`src/rtl/mc_ctrl_pkg.sv`:
```
// Shared definitions for the multicycle MIPS control FSM and the datapath mux/NPC select codes.
package mc_ctrl_pkg;

  typedef enum logic [2:0] {
    S_FETCH  = 3'd0,
    S_DECODE = 3'd1,
    S_EXE    = 3'd2,
    S_MEM_RD = 3'd3,
    S_MEM_WR = 3'd4,
    S_WB     = 3'd5
  } state_t;

  typedef enum logic [3:0] {
    I_ADDU, I_SUBU, I_SLT, I_SLL, I_JR, I_J, I_JAL, I_BEQ,
    I_ADDIU, I_ORI, I_LUI, I_LW, I_SW, I_ILL
  } iclass_t;

  localparam logic [5:0] OP_RTYPE = 6'b000000;
  localparam logic [5:0] OP_J     = 6'b000010;
  localparam logic [5:0] OP_JAL   = 6'b000011;
  localparam logic [5:0] OP_BEQ   = 6'b000100;
  localparam logic [5:0] OP_ADDIU = 6'b001001;
  localparam logic [5:0] OP_ORI   = 6'b001101;
  localparam logic [5:0] OP_LUI   = 6'b001111;
  localparam logic [5:0] OP_LW    = 6'b100011;
  localparam logic [5:0] OP_SW    = 6'b101011;

  localparam logic [5:0] FN_SLL  = 6'b000000;
  localparam logic [5:0] FN_JR   = 6'b001000;
  localparam logic [5:0] FN_ADDU = 6'b100001;
  localparam logic [5:0] FN_SUBU = 6'b100011;
  localparam logic [5:0] FN_SLT  = 6'b101010;

  localparam logic [2:0] WD_ALU   = 3'b000;
  localparam logic [2:0] WD_DM    = 3'b001;
  localparam logic [2:0] WD_PC4   = 3'b010;
  localparam logic [2:0] WD_LUI   = 3'b011;
  localparam logic [2:0] WD_SHIFT = 3'b100;

  localparam logic [1:0] WR_RD = 2'b00;
  localparam logic [1:0] WR_RT = 2'b01;
  localparam logic [1:0] WR_RA = 2'b10;

  localparam logic [2:0] ALU_ADD = 3'b000;
  localparam logic [2:0] ALU_SUB = 3'b001;
  localparam logic [2:0] ALU_OR  = 3'b010;
  localparam logic [2:0] ALU_SLT = 3'b011;

  localparam logic [1:0] NPC_PC4 = 2'b00;
  localparam logic [1:0] NPC_BR  = 2'b01;
  localparam logic [1:0] NPC_J   = 2'b10;
  localparam logic [1:0] NPC_JR  = 2'b11;

  function automatic logic [2:0] alu_op_of(iclass_t c);
    case (c)
      I_SUBU, I_BEQ: return ALU_SUB;
      I_SLT:         return ALU_SLT;
      I_ORI:         return ALU_OR;
      default:       return ALU_ADD;
    endcase
  endfunction

  function automatic logic uses_imm(iclass_t c);
    return c inside {I_ADDIU, I_ORI, I_LUI, I_LW, I_SW};
  endfunction

  // ori and lui take the immediate unsigned; branch offsets and addresses are signed
  function automatic logic sign_ext(iclass_t c);
    return c inside {I_ADDIU, I_LW, I_SW, I_BEQ};
  endfunction

  function automatic logic is_rtype(iclass_t c);
    return c inside {I_ADDU, I_SUBU, I_SLT, I_SLL, I_JR};
  endfunction

endpackage

```
`src/rtl/mc_ctrl_fsm_decode.sv`:
```
// Combinational opcode/funct decoder: maps the IR fields to an instruction class.
module mc_decode
  import mc_ctrl_pkg::*;
(
  input  logic [5:0] opcode,
  input  logic [5:0] funct,
  output iclass_t    iclass,
  output logic       illegal
);

  always_comb begin
    iclass = I_ILL;
    case (opcode)
      OP_RTYPE: begin
        case (funct)
          FN_ADDU: iclass = I_ADDU;
          FN_SUBU: iclass = I_SUBU;
          FN_SLT:  iclass = I_SLT;
          FN_SLL:  iclass = I_SLL;
          FN_JR:   iclass = I_JR;
          default: iclass = I_ILL;
        endcase
      end
      OP_J:     iclass = I_J;
      OP_JAL:   iclass = I_JAL;
      OP_BEQ:   iclass = I_BEQ;
      OP_ADDIU: iclass = I_ADDIU;
      OP_ORI:   iclass = I_ORI;
      OP_LUI:   iclass = I_LUI;
      OP_LW:    iclass = I_LW;
      OP_SW:    iclass = I_SW;
      default:  iclass = I_ILL;
    endcase
  end

  assign illegal = (iclass == I_ILL);

endmodule

```
`src/rtl/mc_ctrl_fsm.sv`:
```
// Multicycle MIPS control FSM (FETCH/DECODE/EXE/MEM/WB).
// Optional performance counters enabled by defining MC_PERF_CNT_EN.
module mc_ctrl_fsm
  import mc_ctrl_pkg::*;
#(
  parameter int WD_W  = 3,
  parameter int CNT_W = 32
) (
  input  logic             clk,
  input  logic             rst,
  input  logic [5:0]       opcode,
  input  logic [5:0]       funct,
  input  logic             zero,
  input  logic             dm_ready,
  output logic             pc_we,
  output logic             ir_we,
  output logic             gpr_we,
  output logic             dm_req,
  output logic             dm_we,
  output logic [WD_W-1:0]  wd_sel,
  output logic [1:0]       wr_sel,
  output logic [2:0]       alu_op,
  output logic             b_sel,
  output logic             ext_op,
  output logic [1:0]       npc_op,
  output logic             illegal,
  output logic [CNT_W-1:0] cycle_cnt,
  output logic [CNT_W-1:0] instr_cnt
);

  state_t     state, state_nx;
  iclass_t    iclass;
  logic       dec_illegal;
  logic [2:0] wd;

  mc_decode u_decode (
    .opcode  (opcode),
    .funct   (funct),
    .iclass  (iclass),
    .illegal (dec_illegal)
  );

  always_ff @(posedge clk or negedge rst) begin
    if (!rst) state <= S_FETCH;
    else      state <= state_nx;
  end

  // Every output stays at its default while rst is low, so reset kills enables in the same cycle
  always_comb begin
    state_nx = state;
    pc_we    = 1'b0;
    ir_we    = 1'b0;
    gpr_we   = 1'b0;
    dm_req   = 1'b0;
    dm_we    = 1'b0;
    wd       = WD_ALU;
    wr_sel   = WR_RD;
    alu_op   = ALU_ADD;
    b_sel    = 1'b0;
    ext_op   = 1'b0;
    npc_op   = NPC_PC4;
    illegal  = 1'b0;
    if (rst) begin
      unique case (state)
        S_FETCH: begin
          pc_we    = 1'b1;
          ir_we    = 1'b1;
          state_nx = S_DECODE;
        end
        S_DECODE: begin
          if (dec_illegal) begin
            illegal  = 1'b1;
            state_nx = S_FETCH;
          end else begin
            case (iclass)
              I_J: begin
                pc_we    = 1'b1;
                npc_op   = NPC_J;
                state_nx = S_FETCH;
              end
              I_JAL: begin
                pc_we    = 1'b1;
                npc_op   = NPC_J;
                gpr_we   = 1'b1;
                wr_sel   = WR_RA;
                wd       = WD_PC4;
                state_nx = S_FETCH;
              end
              default: state_nx = S_EXE;
            endcase
          end
        end
        S_EXE: begin
          alu_op = alu_op_of(iclass);
          b_sel  = uses_imm(iclass);
          ext_op = sign_ext(iclass);
          case (iclass)
            I_JR: begin
              pc_we    = 1'b1;
              npc_op   = NPC_JR;
              state_nx = S_FETCH;
            end
            I_BEQ: begin
              pc_we    = zero;
              npc_op   = NPC_BR;
              state_nx = S_FETCH;
            end
            I_LW:    state_nx = S_MEM_RD;
            I_SW:    state_nx = S_MEM_WR;
            default: state_nx = S_WB;
          endcase
        end
        S_MEM_RD: begin
          dm_req = 1'b1;
          if (dm_ready) state_nx = S_WB;
        end
        S_MEM_WR: begin
          dm_req = 1'b1;
          dm_we  = 1'b1;
          if (dm_ready) state_nx = S_FETCH;
        end
        S_WB: begin
          gpr_we = 1'b1;
          case (iclass)
            I_LW:    wd = WD_DM;
            I_LUI:   wd = WD_LUI;
            I_SLL:   wd = WD_SHIFT;
            default: wd = WD_ALU;
          endcase
          wr_sel   = is_rtype(iclass) ? WR_RD : WR_RT;
          state_nx = S_FETCH;
        end
        default: state_nx = S_FETCH;
      endcase
    end
  end

  assign wd_sel = WD_W'(wd);

`ifdef MC_PERF_CNT_EN
  logic             retire;
  logic [CNT_W-1:0] cycle_q, instr_q;

  // An illegal instruction returns to FETCH without retiring
  assign retire = (state != S_FETCH) && (state_nx == S_FETCH) && !illegal;

  always_ff @(posedge clk or negedge rst) begin
    if (!rst) begin
      cycle_q <= '0;
      instr_q <= '0;
    end else begin
      cycle_q <= cycle_q + CNT_W'(1);
      if (retire) instr_q <= instr_q + CNT_W'(1);
    end
  end

  assign cycle_cnt = cycle_q;
  assign instr_cnt = instr_q;
`else
  assign cycle_cnt = '0;
  assign instr_cnt = '0;
`endif

endmodule

```
`config.mk`:
```
export PLATFORM = sky130hd
export DESIGN_NAME = mc_ctrl_fsm
export DESIGN_NICKNAME = d
export VERILOG_FILES = /design/src/rtl/mc_ctrl_pkg.sv /design/src/rtl/mc_ctrl_fsm_decode.sv /design/src/rtl/mc_ctrl_fsm.sv
export SDC_FILE = /design/constraint.sdc
export NUM_CORES = 1
export LEC_CHECK = 0
export CORE_ASPECT_RATIO = 0.8
export CORE_MARGIN = 2
export CORE_UTILIZATION = 60
export DETAILED_ROUTE_END_ITERATION = 7
export DONT_BUFFER_PORTS = 1
export PLACE_DENSITY = 0.72
export SYNTH_ARGS = -nofsm -noshare
export SYNTH_HDL_FRONTEND = slang
export SYNTH_SLANG_ARGS = --single-unit
```
`constraint.sdc`:
```
create_clock -name clk -period 6.65 [get_ports clk]
set_clock_uncertainty 0.05 [all_clocks]
set_input_delay 1.33 -clock clk [delete_from_list [all_inputs] [get_ports clk]]
set_output_delay 1.33 -clock clk [all_outputs]
set_load 0.02 [all_outputs]
```
# == After elaboration in Yosys (flattened, before gate mapping) ==
# Index checks and enable logic that the tools add are counted.
# op_classes
muxes,48
n_reduce_logical,12
eq_ne,32
# op_table
operator,n
4-bit case mux with 9 select lines,1
6-bit == test (second input constant),5
4-bit == test (second input constant),6
6-bit by 4-bit == test with 1-bit output (second input constant),4
2-bit two-way mux,12
1-bit two-way mux,20
4-bit case mux with 5 select lines,1
3-bit case mux with 3 select lines,2
4-bit by 3-bit == test with 1-bit output (second input constant),4
3-bit case mux with 5 select lines,1
6-bit by 2-bit == test with 1-bit output (second input constant),2
6-bit zero test,2
2-bit case mux with 2 select lines,3
5-bit nonzero test,2
3-bit two-way mux,3
4-bit by 2-bit == test with 1-bit output (second input constant),2
2-bit OR reduction,4
3-bit by 2-bit == test with 1-bit output (second input constant),2
3-bit == test (second input constant),2
6-bit by 3-bit == test with 1-bit output (second input constant),1
2-bit case mux with 3 select lines,1
3-bit case mux with 2 select lines,1
4-bit by 1-bit == test with 1-bit output (second input constant),1
4-bit zero test,1
7 further kinds,9
# word_totals
output_inout_bits,82
regBits,3
in_bits,16

# == Depth between registers and ports, before layout ==
# logic_depth
word_depth,9
depth_mapped,7
ltp_nobuf,6

# == Hierarchy ==
# Synthesis repeated with hierarchy kept, for this count alone.
# unflattened
cells_unflattened,196
area_unflattened_um2,1363.8
# by_module_without_submodules
module,instances,cells_per_inst,area_each_um2
mc_ctrl_fsm,1,148,1042.2
mc_decode,1,48,321.6

# == Worst setup path after synthesis ==
# No wires, ideal clock.
# synth_path
kind,input port to output port
start,in opcode[0]
end,out alu_op[1]
required_time_ps,5270
path_slack_ps,2069
path_stages,5
arrival_ps,3201
cell_sequence,or4_4 > a2111o_1 > a221o_2 > or3_1 > a21oi_2
# synth_between
elab_chain_cells,7
# synth_lines
item,line,text
"start, declared",mc_ctrl_fsm.sv:11,"input logic [5:0] opcode,"
"6-bit == test, or another cell as far along",mc_ctrl_fsm_decode.sv:13,case (opcode)
4-bit case mux with 9 select lines *,mc_ctrl_fsm_decode.sv:13,
4-bit by 3-bit == test with 1-bit output or 4-bit by 1-bit == test with 1-bit output (tied branches),mc_ctrl_pkg.sv:55,case (c)
2-bit OR reduction,mc_ctrl_pkg.sv:55,
2-bit case mux with 3 select lines *,mc_ctrl_pkg.sv:55,
2-bit two-way mux *,mc_ctrl_fsm.sv:64,unique case (state)
2-bit two-way mux *,mc_ctrl_fsm.sv:63,if (rst) begin
"end, declared",mc_ctrl_fsm.sv:22,"output logic [2:0] alu_op,"
# Mark *: on every way between the ends. The rest lies on a longest branch, timed or not.

# == Final worst setup path ==
# Ends and elaborated chain as after synthesis.

==> impl_metrics.py <==
metrics = {
    "yosys": {
        "async_flop_share_pct": 100.0,
        "syn_avg_cell_area_um2": 6.649,
        "ys_ff_latch": 3,
        "synth_cells": 204,
        "yosysMostFrequentCell": "buf_4",
        "yosys.area.top_type": "buf_4",
        "ys_warn_count": 0,
        "netlist_top_cells_area": "buf_4, dfrtp_1, nor2_1",
        "synth_cell_types": 49,
        "yosysSeqAreaShare_pct": 5.535,
        "synth_area_mm2": 0.001356,
        "yosysTopAreaCellShare_pct": 35.98,
        "synth_top_cells_by_count": "buf_4, nor2_1, nand2_1, a21oi_1, o21ai_0",
        "synth-edff-count": 0,
        "ys.flop_type": "dfrtp_1",
    },
    "cts": {
        "cts_tree": "done",
        "clock-sinks": 3,
        "cts_max_level": 1,
        "worst_skew_pair.late_latency_ps": 230,
        "cts_buffer_depth": 2,
        "cts_resized": 0,
        "cts_buffers": 3,
        "clk_pin_slew_ps": 40,
        "clockRootBuffer": "clkbuf_4",
        "hold_buffers": 0,
        "postCtsSetupBuffers": 0,
    },
    "layout": {
        "multi_input_area_um2": 953.4,
        "largest_register_ffs": 3,
        "seqCellArea_um2": 75.07,
        "nNetsFinal": 215,
        "area_growth_pct": -18.27,
        "largest-register": "state",
        "diodes": 0,
        "finalInstanceArea_mm2": 0.001109,
        "drive_gt1_share_pct": 5.051,
        "reg.largest.list": "state x3",
        "final_cells": 223,
        "nFillCells": 213,
    },
    "sta": {
        "slew_headroom_pct": 32.72,
        "final-max-slew-violation-count": 0,
        "setup_violations": 0,
        "clock.fmax_mhz": 213.9,
        "hold_viol": 0,
        "fin_crit_sh_pct": 70.32,
        "fin_setup_tns_ps": 0,
        "rsz0062_at_grt": "false",
        "tightest_slew_ps": 995.2,
        "fin_ws_ps": 1974,
        "fin_crit_ps": 4676,
    },
    "placed_design": {
        "io_buffers": 0,
        "dpl_cell_area_mm2": 0.001082,
        "pre_cts_ws_ps": 1993,
        "hpwl_um": 2188,
        "gp_congestion": 0.9604,
        "placed_cells": 219,
    },
    "global_routing": {
        "grt_start_max_net_pins": 14,
        "grt_usage_pct": 18.54,
        "grt.busiest_layer": "met2",
        "antenna_found_initial": 0,
        "grtUsageMet1_pct": 26.57,
        "met3_usage_pct": 3.652,
        "grt_overflow": 0,
        "grt_util_met2_pct": 28.05,
        "grt_first_pass_wirelength_um": 3877,
        "grt_pass1_vias": 861,
    },
    "power": {
        "peakVddDrop_uv": 96.22,
        "cellLeakagePower_nw": 0.4836,
        "p_int_w": 0.00006651,
        "swShare_pct": 58.49,
        "p_seq_share_pct": 20.3,
        "comb_power_share_pct": 59.7,
        "p_clk_share_pct": 19.9,
        "p_per_area_mw_per_mm2": 144.5,
        "power_switching_w": 0.00009371,
    },
    "floorplanning": {
        "fp.dieH_um": 46.53,
        "start_util_pct": 63.39,
        "die_w_um": 57.16,
        "rows": 15,
        "die_area_mm2": 0.002659,
        "boundaryPins": 98,
        "core_area_mm2": 0.002140,
    },
    "critical_path": {
        "cp_slowest_cell": "or4_4",
        "endpoint_kind": "output port",
        "worstPathRequired_ps": 5270,
        "cp.arrival_ps": 3300,
        "crit_type": "input pin to output port",
        "cp-start-kind": "input pin",
        "crit_chain": "or4_4 -> a2111o_1 -> a221o_2 -> or3_1 -> a21oi_2",
        "slowest_delay_ps": 520,
        "critPathMaxFanout": 11,
    },
    "run": {
        "cap_violations": 0,
    },
    "routing": {
        "drt_iter0_markers": 55,
        "remaining_drc_errors": 0,
        "ant_nets": 0,
        "first_pass_iters": 5,
        "vias": 1180,
        "viasPerCell": 5.291,
        "drt-total-wl_um": 2718,
        "wl_per_cell_um": 12.19,
    },
    "run_status": {
        "outcome": "finished, final reports clean",
    },
    "worst_hold_path": {
        "hp-class": "flip-flop to flip-flop",
    },
}
worst paths after layout:
check                      startpoint   endpoint  slack [ps]  depth (start not counted)
max                         opcode[0]  alu_op[1]        1970                          5
min                          state[2]   state[0]         580                          2
max reg2reg                  state[2]   state[2]        5140                          4
min reg2reg                  state[2]   state[0]         580                          2
max in group asynchronous         rst   state[0]        5740                          0
min in group asynchronous         rst   state[2]         740                          0
cell usage in the layout (no fill, tap or decap), types with 2 or more instances in the layout:
master    count
nor3_1        4
nor2_1       19
o211ai_1      3
nand2_1      17
o21a_1        2
or4_1         4
dfrtp_1       3
nand3_1       7
or3_1         3
clkbuf_4      3
nor2b_1       4
nor4b_1       2
o21ai_0      10
o22ai_1       2
nor3b_1       3
a21oi_1      11
conb_1       65
inv_1         6
nand2b_1      2
stage by stage:
stage,util (%),power [W],hold slack (ps)
after floorplan,-,0.0001509,537.9
after global placement,50.58,0.0001262,574.1
after detailed placement,50.58,0.0001258,574.4
after CTS,51.81,0.0001581,584.2
after global routing,51.81,0.0001712,637.3
final,51.81,0.0001602,583.9
critical path, delay by kind of cell:
family | cells | cell delay [ps]
AO/OA/AOI/OAI | 3 | 1100
AND/OR/NAND/NOR | 2 | 860
cell families after synthesis:
group                  synth area share, %
other                               0.2765
multiplexers                         1.568
XOR/XNOR                             1.292
flip-flops                           5.535
AO/OA/AOI/OAI                        20.39
buffers and inverters                41.88
AND/OR/NAND/NOR                      29.06
power groups by stage:
stage	Clock [W]	Sequential [W]	Combinational, W
floorplan	0	0.0000267	0.000124
global placement	0	0.0000325	0.0000937
detailed placement	0	0.0000323	0.0000935
CTS	0.0000323	0.0000321	0.0000938
global route	0.0000341	0.0000331	0.000104
finish	0.0000320	0.0000325	0.0000957
layer usage:
layer | vias up | part of all wire, %
met2 | 97 | 44
met5 | - | 0
met1 | 511 | 40
met4 | 0 | 1.5
li1 | 566 | -
met3 | 6 | 14
area by class of cell:
| type | count | share of cell area, % |
|---|---|---|
| clock buffer | 4 | 2.370 |
| inverter | 6 | 2.032 |
| multi-input combinational | 185 | 86.00 |
| sequential | 3 | 6.772 |
| tap | 25 | 2.822 |
No activity file was read; power rests on OpenSTA's default activity.
